<file path="src/rtl/demux_pkg.sv">
// Shared definitions for the 1:2 byte demux controller slice.
package demux_pkg;

    localparam int unsigned DEMUX_DATA_W = 8;

    typedef enum logic {
        ST_IDLE   = 1'b0,
        ST_ACTIVE = 1'b1
    } state_t;

    localparam logic LANE0 = 1'b0;
    localparam logic LANE1 = 1'b1;

endpackage

</file>
<file path="src/rtl/demux_l2_lane_reg.sv">
// Per-lane output register: captures a byte and its valid when the lane is loaded.
module demux_l2_lane_reg
    import demux_pkg::*;
#(
    parameter int unsigned DATA_W = DEMUX_DATA_W
) (
    input  logic              clk_4f,
    input  logic              reset_L,
    input  logic              load,
    input  logic [DATA_W-1:0] data_in,
    output logic              valid_out,
    output logic [DATA_W-1:0] data_out
);

    // Valid follows the load strobe; data holds its last value between loads.
    always_ff @(posedge clk_4f or negedge reset_L) begin
        if (!reset_L) begin
            valid_out <= 1'b0;
            data_out  <= '0;
        end else begin
            valid_out <= load;
            if (load) begin
                data_out <= data_in;
            end
        end
    end

endmodule

</file>
<file path="src/rtl/demux_l2_sel_ctrl.sv">
// Lane selector FSM for the 1:2 byte demux: stripes valid bytes across two
// lanes and realigns to lane 0 after an idle timeout.
module demux_l2_sel_ctrl
    import demux_pkg::*;
#(
    parameter int unsigned DATA_W       = DEMUX_DATA_W,
    parameter int unsigned IDLE_TIMEOUT = 4,
    parameter int unsigned CNT_W        = 4
) (
    input  logic              clk_4f,
    input  logic              reset_L,
    input  logic              valid_in,
    input  logic [DATA_W-1:0] data_in,
    output logic              selector,
    output logic              valid_out0,
    output logic              valid_out1,
    output logic [DATA_W-1:0] data_out0,
    output logic [DATA_W-1:0] data_out1,
    output logic              active
);

    localparam logic [CNT_W-1:0] TIMEOUT_LAST = CNT_W'(IDLE_TIMEOUT - 1);

    state_t             state;
    logic [CNT_W-1:0]   idle_cnt;
    logic               load0;
    logic               load1;

    // Selector is 0 whenever IDLE, so a new burst always lands on lane 0.
    assign load0 = valid_in && (selector == LANE0);
    assign load1 = valid_in && (selector == LANE1);

    // State is itself a register, so active is a registered output.
    assign active = (state == ST_ACTIVE);

    // FSM, striping selector and gap counter.
    always_ff @(posedge clk_4f or negedge reset_L) begin
        if (!reset_L) begin
            state    <= ST_IDLE;
            selector <= LANE0;
            idle_cnt <= '0;
        end else begin
            case (state)
                ST_IDLE: begin
                    idle_cnt <= '0;
                    if (valid_in) begin
                        selector <= LANE1;
                        state    <= ST_ACTIVE;
                    end else begin
                        selector <= LANE0;
                    end
                end
                ST_ACTIVE: begin
                    if (valid_in) begin
                        selector <= ~selector;
                        idle_cnt <= '0;
                    end else if (idle_cnt == TIMEOUT_LAST) begin
                        state    <= ST_IDLE;
                        selector <= LANE0;
                        idle_cnt <= '0;
                    end else begin
                        idle_cnt <= idle_cnt + CNT_W'(1);
                    end
                end
                default: begin
                    state    <= ST_IDLE;
                    selector <= LANE0;
                    idle_cnt <= '0;
                end
            endcase
        end
    end

    demux_l2_lane_reg #(.DATA_W(DATA_W)) u_lane0 (
        .clk_4f    (clk_4f),
        .reset_L   (reset_L),
        .load      (load0),
        .data_in   (data_in),
        .valid_out (valid_out0),
        .data_out  (data_out0)
    );

    demux_l2_lane_reg #(.DATA_W(DATA_W)) u_lane1 (
        .clk_4f    (clk_4f),
        .reset_L   (reset_L),
        .load      (load1),
        .data_in   (data_in),
        .valid_out (valid_out1),
        .data_out  (data_out1)
    );

endmodule
</file>
<file path="config.mk">
export PLATFORM = sky130hd
export DESIGN_NAME = demux_l2_sel_ctrl
export DESIGN_NICKNAME = d
export VERILOG_FILES = /design/src/rtl/demux_pkg.sv /design/src/rtl/demux_l2_lane_reg.sv /design/src/rtl/demux_l2_sel_ctrl.sv
export SDC_FILE = /design/constraint.sdc
export NUM_CORES = 1
export LEC_CHECK = 0
export BUFFER_PORTS_ARGS = -buffer_cell sky130_fd_sc_hd__buf_2
export CAP_MARGIN = 10
export CORE_MARGIN = 2
export CORE_UTILIZATION = 25
export CTS_CLUSTER_DIAMETER = 40
export DETAILED_ROUTE_END_ITERATION = 16
export HOLD_SLACK_MARGIN = 0.02
export PLACE_DENSITY = 0.42
export SLEW_MARGIN = 30
export SYNTH_ARGS = -nofsm -noshare
export SYNTH_HDL_FRONTEND = slang
export SYNTH_SLANG_ARGS = --single-unit
</file>
<file path="constraint.sdc">
create_clock -name clk_4f -period 1.7 [get_ports clk_4f]
set_input_delay 0 -clock clk_4f [delete_from_list [all_inputs] [get_ports clk_4f]]
set_output_delay 0 -clock clk_4f [all_outputs]
set_load 0.05 [all_outputs]
</file>
## After elaboration in Yosys (flattened, before gate mapping)

Index checks and enable logic that the tools add are counted.

- Add/subtract/negate cells: 1
- Eq/ne operators: 2
- Mux-type cells: 10
- Bitwise logic cells: 2
- Reductions and logical operators: 2

Operator list:

| operator | count |
|---|---|
| $mux 4 | 2 |
| $pmux 4 s2 | 1 |
| $mux 1 | 5 |
| $add 4x1->4 const B | 1 |
| $eq 4x2->1 const B | 1 |
| $pmux 1 s2 | 2 |
| $ne 3x2->1 const B | 1 |
| $logic_and 1x1->1 | 2 |
| $not 1->1 | 2 |

- Register bits after elaboration: 24
- Output and inout bits: 20
- Word-level logic and storage cells: 24

## Longest topological paths before layout

- Word-level depth: 4
- Mapped depth: 3
- Gate-level depth less buffers: 3

## Hierarchy

A second synthesis with hierarchy kept.

- Cells, all modules: 60
- Area total of the unflattened synthesis: 1002.2 um2

By module, submodules not included:

| module | instances | cells an instance | area an instance (um2) | seq. area each (um2) |
|---|---|---|---|---|
| demux_l2_lane_reg | 2 | 18 | 356.6 | 225.2 |
| demux_l2_sel_ctrl | 1 | 24 | 289.0 | 150.1 |

## Worst setup path after synthesis

Ideal clock, no wire load.

- Path kind: flip-flop to flip-flop
- Start point: register selector
- End point: register u_lane1.data_out[0]
- Setup time: 0.125 ns
- Data arrival time: 1.228 ns
- Path slack: 0.348 ns
- Stages on the path, launching flop included: 3
- Path buffers: 0
- Clock period less this slack: 1.352 ns
- Cells stage by stage: dfrtp_1 nand2_2 mux2_2

- Longest elaborated chain between the ends: 1

Ends and longest elaborated chain:

| item | RTL line | RTL |
|---|---|---|
| from (decl) | demux_l2_sel_ctrl.sv:14 | `output logic selector,` |
| from (signal assigned) | demux_l2_sel_ctrl.sv:55 | `selector <= ~selector;` |
| $logic_and 1x1->1 | demux_l2_sel_ctrl.sv:31 | `assign load1 = valid_in && (selector == LANE1);` |
| to (signal assigned) | demux_l2_lane_reg.sv:23 | `data_out <= data_in;` |
| to (decl) | demux_l2_lane_reg.sv:12 | `output logic [DATA_W-1:0] data_out` |

Every way passes these cells.
A chain may end at the register's enable or synchronous reset.

## Worst setup path in the final report

- Start point: register idle_cnt[0]
- End point: register selector

- Longest elaborated chain between the ends: 2

Ends and longest elaborated chain:

| item | RTL line | RTL |
|---|---|---|
| from (decl) | demux_l2_sel_ctrl.sv:25 | `logic [CNT_W-1:0] idle_cnt;` |
| from (signal assigned) | demux_l2_sel_ctrl.sv:62 | `idle_cnt <= idle_cnt + CNT_W'(1);` |
| $eq 4x2->1 | demux_l2_sel_ctrl.sv:57 | `end else if (idle_cnt == TIMEOUT_LAST) begin` |
| $ne 3x2->1 (no source line) | -- |  |

Every way passes these cells.

==> metrics.txt <==
status finished clean; RSZ-0062 raised after global routing false; Post-synth ARST share 1.00; ANT nets after route 0; # DRC 0; synthesized flop and latch total 24; 1st-iter DRT viols 9; Commonest cells post-synth dfrtp_1 (24), mux2_2 (8), mux2_4 (8), nand3b_1 (2), or3b_1 (2); final WL 1.77 mm; RePlAce Congestion 0.675; most common cell in the netlist dfrtp_1; Main synth FF type dfrtp_1; largest stage delay on the critical path 400 ps; dpl hpwl 1.25 mm; Pwr Density 1620 nW/µm²; CP Data Arrival Time 1470 ps; core box area 3720 µm²; via density per instance 4.09; total gr overflow 0; share of the synthesized area in the top cell type 0.614; Vias 614; worst-path fanout max 3; CTS sink cnt 24; Reg area 601 µm²; first-pass GRT wire length 2.94 mm; syn_nets 72; synth top area cells dfrtp_1 (61%), mux2_4 (12%), mux2_2 (9.2%); worst clock skew 3.16 ps; CTS resizes 0; PortBufs 30; crit path cell chain ha_1 > or3b_1 > a31o_2; max-cap violations 0; number of fill cells in the layout 386; Tot GR Track Use 0.0911; total power 2.12 mW; die area 4430 µm²; Setup TNS 0 ps; initial antenna violation count 0; EDFF count, synth 0; Post-Syn Instances 60; Cell variety after synth 21; slowest stage cell, crit path or3b_1; clock slew seen by the registers of the worst setup and hold paths 80 ps; # setup viols final 0; worst skew pair latency 250 ps; HP Class input pin to asynchronous set/reset pin; Max VDD drop 0.689 mV; Top delay family on crit path simple AND/OR/NAND/NOR gates; Mapped Area 978 µm²; worst slew pin tran 539 ps; htree depth 1; drt first pass iters 4; number of buffers created by CTS 3; placed instance area 1170 µm²; Tcrit/Tclk final 0.773; Synth area leader dfrtp_1; Buf+Inv Stages, Crit Path 0; number of global-route vias before repair 592; Hold Slack 259 ps; synthesized area per cell 16.3 µm²; # IOs 31; CTS root buffer clkbuf_8; FMAX 0.761 GHz; Die Y 66.6 µm; Crit path required time 1850 ps; crit path time final 1310 ps; CTS tree yes; YS warnings 0; Final Hold Viols 0; pin count of the biggest net entering global routing 25; CP Launch Type register; row cnt 22; P&R area growth vs syn 33.9%; Initial Utilization 0.263; final net count 116; area of the multi-input gates 354 µm²; P_leak 0.633 nW; crit end category register; Bufs on Longest Clock Path 2; Avg WL per Cell 11.8 µm; Setup CP Type register to register; Worst slew margin 0.641; chip width 66.6 µm; layout cells sized above 1 0.510; Slew Viols, Final 0; sequential share of the synthesized area 0.614; Antenna Cells 0; final instance area 1310 µm²
[cell families after synthesis]
group / synth area share
and+or+nand+nor: 0.0946
DFF: 0.614
buffers and inverters: 0.0243
muxes: 0.225
adders and majority gates: 0.0128
AOI/OAI and AO/OA: 0.0294
[power by group]
group / switching [mW] / total (mW) / internal (mW)
clock network: 0.154 / 0.312 / 0.158
registers: 0.0871 / 0.816 / 0.729
logic: 0.695 / 0.995 / 0.300
total: 0.937 / 2.12 / 1.19
[state kept, by name (all words and copies together) (netlist names)]
register           count
u_lane0.data_out       8
u_lane1.data_out       8
idle_cnt               4
active                 1
selector               1
u_lane0.valid_out      1
u_lane1.valid_out      1
[worst paths after layout]
| check | start | to | slack [ps] | cells after the start |
|---|---|---|---|---|
| max | idle_cnt[0] | selector | 390 | 3 |
| min reg2reg | idle_cnt[0] | idle_cnt[0] | 460 | 1 |
| max in group asynchronous | reset_L | u_lane1.data_out[2] | 1080 | 2 |
| min in group clk_4f | idle_cnt[0] | idle_cnt[0] | 460 | 1 |
| max reg2reg | idle_cnt[0] | selector | 390 | 3 |
| min | reset_L | selector | 260 | 2 |
[layer usage]
metal | wire length [µm] | up-vias | part of all wire | global-route usage
met3 | 90 | 2 | 0.051 | 0.0253
li1 | - | 291 | - | -
met2 | 859 | 19 | 0.49 | 0.135
met5 | 0 | - | 0 | 0
met4 | 34 | 0 | 0.019 | 0.0459
met1 | 782 | 302 | 0.44 | 0.121
[metrics by stage]
stage / instances / setup WS, ps / util
3_5_place_dp: 137 / 384 / 0.314
5_1_grt: 150 / 325 / 0.353
2_1_floorplan: 60 / 348 / -
4_1_cts: 150 / 374 / 0.353
3_3_place_gp: 137 / 407 / 0.314
6_report: 150 / 385 / 0.353
[cell type report]
cell class,instances,share of cell area
timing repair buffer,40,0.191
multi-input combinational,34,0.270
clock buffer,3,0.0315
tap,48,0.0458
sequential,24,0.458
inverter,1,0.00287
[timing repair]
action / CTS / global route
setup buffers: 0 / 0
hold buffers: 10 / 0
hold endpoints to repair: 41 / 0
[cell usage in the layout (no fill, tap or decap), drive strengths merged]
cell type / instances
buf: 30
dfrtp: 24
mux2: 16
dlygate4sd3: 10
clkbuf: 3
nand3b: 2
or3b: 2
or2b: 1
nand2b: 1
a21oi: 1
and2b: 1
and2: 1
nand2: 1
inv: 1
nor2b: 1
nand3: 1
mux2i: 1
a21o: 1
nor3b: 1
a21boi: 1
a31o: 1
ha: 1
Note: power is estimated with default switching activity, not from simulation.
